### src/rtl/divider_pkg.sv
// Shared types and constants for the sequential restoring divider.
// Latency: n/a (declarations only).
// Backpressure: n/a.
//
// WIDTH   : operand / quotient / remainder width
// CNT_W   : width of the iteration counter (one iteration per quotient bit)
// state_t : divider control states
package divider_pkg;

    localparam int WIDTH = 8;
    localparam int CNT_W = $clog2(WIDTH);

    typedef enum logic [1:0] {
        IDLE    = 2'd0,
        COMPUTE = 2'd1,
        HOLD    = 2'd2
    } state_t;

endpackage

### src/rtl/div_step.sv
// One restoring-division iteration: shift in the next dividend bit, trial-subtract the divisor.
// Latency: purely combinational, zero cycles.
// Backpressure: none; output follows inputs.
//
// Ports:
//   i_r : partial remainder (WIDTH+1 bits)
//   i_q : quotient/dividend shift register; its MSB is the next dividend bit
//   i_b : divisor
//   o_r : next partial remainder
//   o_q : next quotient/dividend shift register (new quotient bit in the LSB)
module div_step #(
    parameter int WIDTH = divider_pkg::WIDTH
) (
    input  logic [WIDTH:0]   i_r,
    input  logic [WIDTH-1:0] i_q,
    input  logic [WIDTH-1:0] i_b,
    output logic [WIDTH:0]   o_r,
    output logic [WIDTH-1:0] o_q
);

    logic [WIDTH:0]   w_s;
    logic [WIDTH+1:0] w_diff;
    logic             w_borrow;
    logic             w_unused_r_msb;

    // Shifted remainder with the next dividend bit appended.
    assign w_s = {i_r[WIDTH-1:0], i_q[WIDTH-1]};

    // One extra bit so the top bit of the difference is the borrow.
    assign w_diff   = {1'b0, w_s} - {2'b00, i_b};
    assign w_borrow = w_diff[WIDTH+1];

    // Borrow means the trial subtraction went negative: restore (keep s).
    assign o_r = w_borrow ? w_s : w_diff[WIDTH:0];
    assign o_q = {i_q[WIDTH-2:0], ~w_borrow};

    // The partial remainder is always below the divisor entering a step,
    // so its top bit never contributes to the shifted value.
    assign w_unused_r_msb = i_r[WIDTH];

endmodule

### src/rtl/restoring_divider.sv
// Sequential unsigned restoring divider, one quotient bit resolved per clock.
// Latency: WIDTH cycles after the start edge; divide-by-zero result after one cycle.
// Backpressure: result held in HOLD while Run stays low; Run must be released before the next start.
//
// Ports:
//   Clk    : system clock
//   Reset  : asynchronous, active-low; clears all state
//   Load_B : active-low; loads the divisor from Din while idle
//   Run    : active-low; starts a division with Din as dividend while idle
//   Din    : switch input (divisor on Load_B, dividend on start)
//   Qval   : quotient register
//   Rval   : remainder register (low WIDTH bits of the internal remainder)
//   Bval   : divisor register
//   Done   : high while the result is held
//   Div0   : high with the held result when the divisor was zero
module restoring_divider #(
    parameter int WIDTH = divider_pkg::WIDTH
) (
    input  logic             Clk,
    input  logic             Reset,
    input  logic             Load_B,
    input  logic             Run,
    input  logic [WIDTH-1:0] Din,
    output logic [WIDTH-1:0] Qval,
    output logic [WIDTH-1:0] Rval,
    output logic [WIDTH-1:0] Bval,
    output logic             Done,
    output logic             Div0
);

    import divider_pkg::*;

    // Counter wide enough to index WIDTH iterations (CNT_W for the default width).
    localparam int            CW       = (WIDTH > 1) ? $clog2(WIDTH) : 1;
    localparam logic [CW-1:0] LAST_CNT = CW'(WIDTH - 1);

    state_t           r_state;
    state_t           w_state_nxt;
    logic [WIDTH-1:0] r_q;
    logic [WIDTH:0]   r_r;
    logic [WIDTH-1:0] r_b;
    logic [CW-1:0]    r_cnt;
    logic             r_div0;

    logic [WIDTH:0]   w_r_nxt;
    logic [WIDTH-1:0] w_q_nxt;
    logic             w_b_zero;
    logic             w_done;

    assign w_b_zero = (r_b == '0);

    div_step #(
        .WIDTH (WIDTH)
    ) u_div_step (
        .i_r (r_r),
        .i_q (r_q),
        .i_b (r_b),
        .o_r (w_r_nxt),
        .o_q (w_q_nxt)
    );

    // ---------------------------------------------------------------
    // FSM: state register
    // ---------------------------------------------------------------
    always_ff @(posedge Clk or negedge Reset) begin
        if (!Reset) begin
            r_state <= IDLE;
        end else begin
            r_state <= w_state_nxt;
        end
    end

    // ---------------------------------------------------------------
    // FSM: next-state logic
    // A divisor load takes priority over a start on the same edge.
    // ---------------------------------------------------------------
    always_comb begin
        w_state_nxt = r_state;
        case (r_state)
            IDLE: begin
                if (Load_B && !Run) begin
                    w_state_nxt = w_b_zero ? HOLD : COMPUTE;
                end
            end
            COMPUTE: begin
                if (r_cnt == LAST_CNT) begin
                    w_state_nxt = HOLD;
                end
            end
            HOLD: begin
                // Leave only on release so one press gives one division.
                if (Run) begin
                    w_state_nxt = IDLE;
                end
            end
            default: w_state_nxt = IDLE;
        endcase
    end

    // ---------------------------------------------------------------
    // FSM: Moore outputs
    // ---------------------------------------------------------------
    always_comb begin
        w_done = 1'b0;
        if (r_state == HOLD) begin
            w_done = 1'b1;
        end
    end

    // ---------------------------------------------------------------
    // Datapath registers
    // Q doubles as the dividend shift register during COMPUTE.
    // Results stay untouched through HOLD and IDLE until the next start.
    // ---------------------------------------------------------------
    always_ff @(posedge Clk or negedge Reset) begin
        if (!Reset) begin
            r_q    <= '0;
            r_r    <= '0;
            r_b    <= '0;
            r_cnt  <= '0;
            r_div0 <= 1'b0;
        end else begin
            case (r_state)
                IDLE: begin
                    if (!Load_B) begin
                        r_b <= Din;
                    end else if (!Run) begin
                        if (w_b_zero) begin
                            // Saturated quotient, dividend passed through as remainder.
                            r_q    <= '1;
                            r_r    <= {1'b0, Din};
                            r_div0 <= 1'b1;
                        end else begin
                            r_q    <= Din;
                            r_r    <= '0;
                            r_cnt  <= '0;
                            r_div0 <= 1'b0;
                        end
                    end
                end
                COMPUTE: begin
                    r_r   <= w_r_nxt;
                    r_q   <= w_q_nxt;
                    r_cnt <= r_cnt + CW'(1);
                end
                default: ;
            endcase
        end
    end

    assign Qval = r_q;
    assign Rval = r_r[WIDTH-1:0];
    assign Bval = r_b;
    assign Done = w_done;
    assign Div0 = r_div0;

endmodule

### config.mk
export PLATFORM = sky130hd
export DESIGN_NAME = restoring_divider
export DESIGN_NICKNAME = d
export VERILOG_FILES = /design/src/rtl/divider_pkg.sv /design/src/rtl/div_step.sv /design/src/rtl/restoring_divider.sv
export SDC_FILE = /design/constraint.sdc
export NUM_CORES = 1
export LEC_CHECK = 0
export ABC_AREA = 1
export BUFFER_PORTS_ARGS = -buffer_cell sky130_fd_sc_hd__clkbuf_2
export CAP_MARGIN = 20
export CORE_MARGIN = 5
export CORE_UTILIZATION = 59
export DETAILED_ROUTE_END_ITERATION = 7
export PLACE_DENSITY = 0.85
export RECOVER_POWER = 100
export SKIP_LAST_GASP = 1
export SYNTH_ARGS = -nofsm -noshare
export SYNTH_HDL_FRONTEND = slang
export SYNTH_SLANG_ARGS = --single-unit
### constraint.sdc
create_clock -name Clk -period 4.9 [get_ports Clk]
set_input_delay 0.49 -clock Clk [delete_from_list [all_inputs] [get_ports Clk]]
set_output_delay 0.49 -clock Clk [all_outputs]
set_load 0.05 [all_outputs]
==> results of run 1 <==
==> worst reg2reg max path, cell delays in order, from the launching register on <==
cell	delay [ns]
dfrtp_1	0.43
ha_1	0.40
nand2_1	0.13
nor2_1	0.20
nand3_1	0.29
nand3_1	0.39
o21ai_0	0.15
nand3_1	0.09
a21oi_1	0.08
==> layout make-up <==
class | instances | area share
multi-input combinational | 184 | 0.448
timing repair buffer | 37 | 0.0696
tap | 46 | 0.0265
inverter | 48 | 0.0829
sequential | 30 | 0.345
clock buffer | 7 | 0.0253
clock inverter | 1 | 0.00230
==> stage by stage <==
step | worst slack [ns] | std cells | instance area (µm²) | utilization | hold WS, ns
2_1_floorplan | 2.92 | 267 | 1970 | - | 0.194
3_3_place_gp | 2.96 | 345 | 2170 | 0.662 | 0.471
3_5_place_dp | 2.98 | 345 | 2170 | 0.662 | 0.482
4_1_cts | 2.96 | 353 | 2230 | 0.680 | 0.219
5_1_grt | 2.41 | 353 | 2170 | 0.662 | 0.430
6_report | 2.64 | 353 | 2170 | 0.662 | 0.410
==> flip-flops by register name (all words and copies together) (netlist names) <==
signal   flops
Bval         8
Div0         1
r_r          8
r_state      2
r_cnt        3
Qval         8
==> how the worst min path moves through the flow <==
| stage | start | endpoint |
|---|---|---|
| finish | Din[5] | Bval[5]$_DFFE_PN0P_ |
| global route | Din[3] | Bval[3]$_DFFE_PN0P_ |
| CTS | Reset | Qval[3]$_DFFE_PN0P_ |
| detailed placement | Div0$_DFFE_PN0P_ | Div0$_DFFE_PN0P_ |
| global placement | Div0$_DFFE_PN0P_ | Div0$_DFFE_PN0P_ |
| floorplan | Reset | Bval[0]$_DFFE_PN0P_ |
==> synthesized netlist by cell type (all sizes together) <==
| cell | n |
|---|---|
| nand2 | 56 |
| inv | 48 |
| dfrtp | 30 |
| o21ai | 27 |
| a21oi | 24 |
| nor2 | 23 |
| nand3 | 21 |
| ha | 10 |
| nand4 | 9 |
| a31oi | 4 |
| or2 | 4 |
| clkbuf | 3 |
| buf | 2 |
| xor2 | 2 |
| a41oi | 1 |
| fa | 1 |
| nand3b | 1 |
| o31ai | 1 |
==> per-layer routing <==
metal | up-vias | GRT usage
li1 | 944 | -
met1 | 875 | 0.316
met2 | 59 | 0.351
met3 | 11 | 0.0755
met4 | 0 | 0.102
met5 | - | 0
==> logic make-up (layout without fill, tap and decap cells) <==
family / count (synthesis) / in the layout
xor gates and xnor gates: 2 / 2
buffers and inverters: 53 / 93
AOI/OAI and AO/OA: 57 / 57
and+or+nand+nor: 114 / 114
DFF: 30 / 30
adders and majority gates: 11 / 11
==> impl_metrics.env, run 1 <==
export IMPL_wl_met3_um=362
export IMPL_die_area_mm2=0.00460
export IMPL_layout_common_cells="nand2_1 (53), inv_1 (47), dfrtp_1 (30)"
export IMPL_r2r_end="r_r[2]$_DFFE_PN0P_"
export IMPL_cp_top_family="simple AND/OR/NAND/NOR gates"
export IMPL_n_antenna_cell=0
export IMPL_start_kind="flip-flop"
export IMPL_die_y_um=67.8
export IMPL_violations="max-capacitance violations, max-slew violations"
export IMPL_area_delta_synth_final_pct=10.2
export IMPL_synthMuxAreaShare=0
export IMPL_synth_compound_area_frac=0.160
export IMPL_top_layer_used="met4"
export IMPL_numCtsBuffers=5
export IMPL_grt_pass1_vias=1798
export IMPL_crit_top_cell="nand3_1"
export IMPL_drc=0
export IMPL_synth_distinct_cells=28
export IMPL_yosys_area_top_type="dfrtp_1"
export IMPL_grt_max_degree=31
export IMPL_clock_sinks=30
export IMPL_post_cts_buffers=0
export IMPL_rr_startpoint="r_r[4]$_DFFE_PN0P_"
export IMPL_grt_overflow=0
export IMPL_nFillCells=330
export IMPL_dieWidth_um=67.8
export IMPL_start_util=0.601
export IMPL_netlist_instances=267
export IMPL_final_nets=329
export IMPL_clkTransAtPathRegs_ns=0.09
export IMPL_port_buffers=37
export IMPL_antenna_found_initial=0
export IMPL_critPathRequiredTime_ns=5.13
export IMPL_cp_depth=8
export IMPL_crit_arrival_ns=2.49
export IMPL_hold_depth=3
export IMPL_crit_start="r_r[4]$_DFFE_PN0P_"
export IMPL_htree_levels=2
export IMPL_ant_nets=0
export IMPL_worstMarginPinSlew_ns=1.57
export IMPL_cts_tree="built"
export IMPL_clock_latency_ns=0.34
export IMPL_drtIter0Drc=132
export IMPL_r2r_slack_ns=2.64
export IMPL_worstPathMaxFanout=9
export IMPL_avgSynthCellArea_um2=7.39
export IMPL_cts_resized=0
export IMPL_ys_seq_area_frac=0.380
export IMPL_postCtsHoldBufs=0
export IMPL_syn_num_nets=290
export IMPL_ys_ff_latch=30
export IMPL_worstSetupPathType="reg -> reg"
export IMPL_maxSlewViolCount=31
export IMPL_r2r_cells=8
export IMPL_min_path_type="in -> reg"
export IMPL_routabilityCongestion=0.907
export IMPL_max_freq_mhz=443
export IMPL_netlist_area_mm2=0.00197
export IMPL_layout_commonest_cell="nand2_1"
export IMPL_synth_top_family_by_area="simple AND/OR/NAND/NOR gates"
export IMPL_place_hpwl_um=3560
export IMPL_synth_area_leaders="dfrtp_1 (38%), nand2_1 (10%), inv_1 (8.9%)"
export IMPL_io_pins=38
export IMPL_wl_um=4700
export IMPL_routedWlPerCell_um=13.3
export IMPL_drv_cap=1
export IMPL_drive_gt1_frac=0.0879
export IMPL_clk_path_buf_depth=2
export IMPL_first_pass_iters=4
export IMPL_setup_violations=0
export IMPL_clock_root_buffer="clkbuf_4"
export IMPL_worst_path_buf_inv=0
export IMPL_core_area_mm2=0.00328
export IMPL_maxSlewHeadroom=-0.0446
export IMPL_final_period_utilization=0.461
export IMPL_period_minus_slack_ns=2.26
export IMPL_num_vias=1889
export IMPL_yosys_area_top_type_share=0.380
export IMPL_path_cells="ha_1 > nand2_1 > nor2_1 > nand3_1 > nand3_1 > o21ai_0 > nand3_1 > a21oi_1"
export IMPL_finalHoldViolations=0
export IMPL_groute_usage_overall=0.236
export IMPL_ff_latch_area_um2=751
export IMPL_tns_ns=0
export IMPL_outcome="finished, violations left"
export IMPL_synthAdderAreaFrac=0.0736
export IMPL_slowest_delay_ns=0.43
export IMPL_vias_per_cell=5.35
export IMPL_rsz0062_at_grt="no"
export IMPL_skew_ns=0.00528
export IMPL_synth_simple_area_share=0.265
export IMPL_m1WireLength_um=2110
export IMPL_synth_xor_area_share=0.00888
export IMPL_row_count=21
export IMPL_grt_pass1_wl_um=8170
export IMPL_critPathCapture="r_r[2]$_DFFE_PN0P_"
export IMPL_multi_input_area_um2=975
export IMPL_endpoint_kind="flip-flop"
export IMPL_ys_warnings_count=0
export IMPL_wl_met2_um=2130
export IMPL_slowest_stage="dfrtp_1"
Power of run 1 is not shown: default switching activity piles up to over one toggle a cycle in this logic, so the estimate is an artifact.
==> run 2: changes to the inputs <==
- CORE_UTILIZATION: 59 -> 55
- PLACE_DENSITY: 0.85 -> 0.8
- clock period: 4.9 -> 2.3 ns (I/O delays scaled with it)
==> impl_metrics.env, run 2 (synthesized netlist as in run 1, its figures left out) <==
export IMPL_post_cts_buffers=0
export IMPL_worstSetupPathType="reg -> reg"
export IMPL_start_util=0.578
export IMPL_routedWlPerCell_um=13.6
export IMPL_hold_path_end="Bval[4]$_DFFE_PN0P_"
export IMPL_ant_nets=0
export IMPL_critPathRequiredTime_ns=2.53
export IMPL_area_delta_synth_final_pct=12.2
export IMPL_hp_start="Din[4]"
export IMPL_rr_startpoint="Bval[5]$_DFFE_PN0P_"
export IMPL_tns_ns=0
export IMPL_numCtsBuffers=5
export IMPL_outcome="finished, violations left"
export IMPL_first_pass_iters=4
export IMPL_r2r_end="r_r[5]$_DFFE_PN0P_"
export IMPL_rsz0062_at_grt="no"
export IMPL_drv_cap=1
export IMPL_worstPathMaxFanout=9
export IMPL_period_minus_slack_ns=2.01
export IMPL_core_area_mm2=0.00342
export IMPL_grt_pass1_wl_um=8550
export IMPL_layout_commonest_cell="nand2_1"
export IMPL_maxSlewHeadroom=-0.0492
export IMPL_grt_max_degree=31
export IMPL_setup_violations=0
export IMPL_nFillCells=312
export IMPL_wl_um=4820
export IMPL_worstMarginPinSlew_ns=1.57
export IMPL_antenna_found_initial=0
export IMPL_die_area_mm2=0.00489
export IMPL_start_kind="flip-flop"
export IMPL_clkTransAtPathRegs_ns=0.09
export IMPL_grt_pass1_vias=1844
export IMPL_clk_path_buf_depth=2
export IMPL_hold_depth=3
export IMPL_skew_ns=0.00645
export IMPL_drtIter0Drc=156
export IMPL_crit_arrival_ns=2.24
export IMPL_cts_tree="built"
export IMPL_maxSlewViolCount=31
export IMPL_row_count=21
export IMPL_clock_sinks=30
export IMPL_clock_root_buffer="clkbuf_4"
export IMPL_max_freq_mhz=497
export IMPL_groute_usage_overall=0.215
export IMPL_final_nets=331
export IMPL_violations="max-capacitance violations, max-slew violations"
export IMPL_finalHoldViolations=0
export IMPL_grt_overflow=0
export IMPL_num_vias=1875
export IMPL_htree_levels=2
export IMPL_layout_common_cells="nand2_1 (53), inv_1 (47), dfrtp_1 (30)"
export IMPL_die_y_um=69.9
export IMPL_clock_latency_ns=0.33
export IMPL_routabilityCongestion=0.938
export IMPL_r2r_cells=9
export IMPL_drc=0
export IMPL_port_buffers=37
export IMPL_place_hpwl_um=3700
export IMPL_min_path_type="in -> reg"
export IMPL_final_period_utilization=0.875
export IMPL_vias_per_cell=5.28
export IMPL_drive_gt1_frac=0.100
export IMPL_r2r_slack_ns=0.29
export IMPL_crit_start="Bval[5]$_DFFE_PN0P_"
export IMPL_endpoint_kind="flip-flop"
export IMPL_cts_resized=0
export IMPL_n_antenna_cell=0
export IMPL_dieWidth_um=69.9
export IMPL_io_pins=38
## run 2: cell count changes in the layout (fill, tap and decap cells not counted)
| cell | before | now |
|---|---|---|
| dlygate4sd3_1 | 0 | 1 |
| nand3_4 | 0 | 1 |
| nand3_2 | 0 | 1 |
| o21ai_2 | 1 | 2 |
| buf_4 | 0 | 1 |
| o21ai_0 | 26 | 24 |
| nand3_1 | 21 | 19 |
| o21ai_1 | 0 | 1 |
## run 2: final cells by class
type	instances	area (µm²)	share of cell area
multi-input combinational	184	996	0.450
tap	46	57.6	0.0260
clock inverter	1	5.00	0.00226
timing repair buffer	39	169	0.0763
clock buffer	7	55.1	0.0249
inverter	48	180	0.0814
sequential	30	751	0.339
## run 2: stage by stage
stage	hold slack, ns	worst slack, ns	utilization	cell area (µm²)	cells
after floorplan	-0.0656	0.317	-	1970	267
after global placement	0.326	0.424	0.639	2180	346
after detailed placement	0.320	0.366	0.639	2180	346
after CTS	0.151	0.348	0.659	2250	355
after global routing	0.174	0.152	0.648	2210	355
final	0.162	0.288	0.648	2210	355
## run 2: timing repair
action,CTS,global route
setup endpoints to repair,0,0
hold buffers,1,0
hold endpoints to repair,30,0
## run 2: how the worst max path moves through the flow
stage,to,slack (ns)
finish,r_r[5]$_DFFE_PN0P_,0.29
global route,r_r[5]$_DFFE_PN0P_,0.15
CTS,r_r[5]$_DFFE_PN0P_,0.35
detailed placement,r_r[5]$_DFFE_PN0P_,0.37
global placement,r_r[5]$_DFFE_PN0P_,0.42
floorplan,r_r[7]$_DFFE_PN0P_,0.32
## run 2: worst max-delay path, cell delays in order, from the launching register on
cell and delay [ns]:
dfrtp_1 0.39, inv_1 0.07, ha_1 0.38, nand2_1 0.12, nor2_1 0.22, nand3_2 0.24
nand3_4 0.23, nand3_1 0.09, nand3_1 0.09, a21oi_1 0.07
## run 2: metal layers
metal  share of wire  up-vias  global-route usage
li1                -      950                   -
met1            0.45      857               0.293
met2            0.46       62               0.338
met3           0.075        6              0.0502
met4           0.014        0              0.0681
met5               0        -                   0
Power of run 2 is left out for the same reason.
==> run 3: changes to the inputs <==
- CORE_UTILIZATION: 55 -> 50
- PLACE_DENSITY: 0.8 -> 0.77
- clock period: 2.3 -> 1.6 ns (I/O delays scaled with it)
==> impl_metrics.env, run 3 (synthesized netlist as in run 1, its figures left out) <==
export IMPL_outcome="finished, violations left"
export IMPL_violations="negative setup slack"
export IMPL_tns_ns=-1.02
export IMPL_num_vias=2222
export IMPL_min_path_type="in -> reg"
export IMPL_routedWlPerCell_um=16.4
export IMPL_grt_pass1_wl_um=10200
export IMPL_first_pass_iters=5
export IMPL_layout_common_cells="nand2_1 (44), buf_4 (38), inv_1 (36)"
export IMPL_layout_commonest_cell="nand2_1"
export IMPL_dieWidth_um=72.8
export IMPL_maxSlewViolCount=0
export IMPL_drive_gt1_frac=0.425
export IMPL_endpoint_kind="flip-flop"
export IMPL_io_pins=38
export IMPL_numCtsBuffers=5
export IMPL_clkTransAtPathRegs_ns=0.07
export IMPL_period_minus_slack_ns=1.83
export IMPL_worstSetupPathType="reg -> reg"
export IMPL_die_y_um=72.8
export IMPL_routabilityCongestion=0.848
export IMPL_place_hpwl_um=4210
export IMPL_grt_pass1_vias=2212
export IMPL_max_freq_mhz=545
export IMPL_groute_usage_overall=0.246
export IMPL_n_antenna_cell=0
export IMPL_critPathRequiredTime_ns=1.81
export IMPL_row_count=22
export IMPL_finalHoldViolations=0
export IMPL_drtIter0Drc=157
export IMPL_clk_path_buf_depth=2
export IMPL_htree_levels=2
export IMPL_start_kind="flip-flop"
export IMPL_setup_ws_ns=-0.234
export IMPL_drv_cap=0
export IMPL_die_area_mm2=0.00530
export IMPL_vias_per_cell=5.51
export IMPL_clock_sinks=30
export IMPL_final_period_utilization=1.15
export IMPL_port_buffers=37
export IMPL_fin_hold_ws_ns=0.154
export IMPL_maxSlewHeadroom=0.477
export IMPL_final_cell_area_mm2=0.00292
export IMPL_grt_max_degree=31
export IMPL_clock_root_buffer="clkbuf_8"
export IMPL_drc=0
export IMPL_setup_violations=10
export IMPL_dpl_cell_count=384
export IMPL_worstMarginPinSlew_ns=0.785
export IMPL_layout_cells_non_filler=403
export IMPL_rsz0062_at_grt="yes"
export IMPL_grt_overflow=0
export IMPL_final_nets=377
export IMPL_ant_nets=0
export IMPL_crit_arrival_ns=2.04
export IMPL_area_delta_synth_final_pct=47.8
export IMPL_place_area_mm2=0.00262
export IMPL_worstPathMaxFanout=2
export IMPL_core_area_mm2=0.00374
export IMPL_antenna_found_initial=0
export IMPL_skew_ns=0.00897
export IMPL_clock_latency_ns=0.29
export IMPL_cts_tree="built"
export IMPL_start_util=0.527
export IMPL_wl_um=6600
-- run 3: cell count changes in the layout (fill, tap and decap cells not counted), sizes merged --
cell	delta
clkbuf	+1
bufinv	+1
buf	+44
clkinv	-1
nand3	+1
-- run 3: stage by stage --
stage               worst slack [ns]  utilization
global route                  -0.312        0.779
CTS                          -0.0749        0.756
detailed placement           -0.0540        0.700
floorplan                     -0.148            -
global placement             -0.0206        0.700
finish                        -0.234        0.779
-- run 3: repair_timing --
action,in CTS,in global routing
hold endpoints to repair,30,0
endpoints found under the setup margin,11,19
gates cloned,1,0
hold buffers,1,0
resized for setup,17,17
setup buffers,4,5
pin swaps,16,13
-- run 3: layout make-up --
type	instances	area, µm²
Tap cell	48	60.1
Fill cell	276	827
Multi-Input combinational cell	185	1220
Clock buffer	7	76.3
Sequential cell	30	771
Inverter	48	180
Timing Repair Buffer	84	579
Clock inverter	1	30.0
-- run 3: final timing paths --
kind	from	end	slack, ns	cells past startpoint
setup reg to reg	Qval[7]$_DFFE_PN0P_	r_r[6]$_DFFE_PN0P_	-0.23	11
hold reg to reg	r_cnt[0]$_DFFE_PN0P_	r_cnt[0]$_DFFE_PN0P_	0.50	1
setup / recovery	Qval[7]$_DFFE_PN0P_	r_r[6]$_DFFE_PN0P_	-0.23	11
min in group asynchronous	Reset	r_state[0]$_DFFE_PN0P_	0.58	3
max in group asynchronous	Reset	Bval[3]$_DFFE_PN0P_	0.47	3
hold / removal	Din[4]	Bval[4]$_DFFE_PN0P_	0.15	3
-- run 3: layer usage --
metal | share of wire | global-route usage | vias to the layer above
met5 | 0 | 0 | -
met4 | 0.018 | 0.0779 | 0
met3 | 0.071 | 0.0455 | 16
met2 | 0.52 | 0.422 | 103
met1 | 0.39 | 0.311 | 1051
li1 | - | - | 1052
-- run 3: worst max-delay path, cell delays in order, from the launching register on --
cell and delay (ns):
dfrtp_2 0.41, inv_2 0.07, ha_4 0.12, inv_2 0.04, fa_2 0.37, nand2_2 0.10, nand2_2 0.06, nand3b_1 0.12
nand3_2 0.10, nand3_2 0.10, nand3_2 0.09, a21oi_2 0.16
Power of run 3 is left out for the same reason.
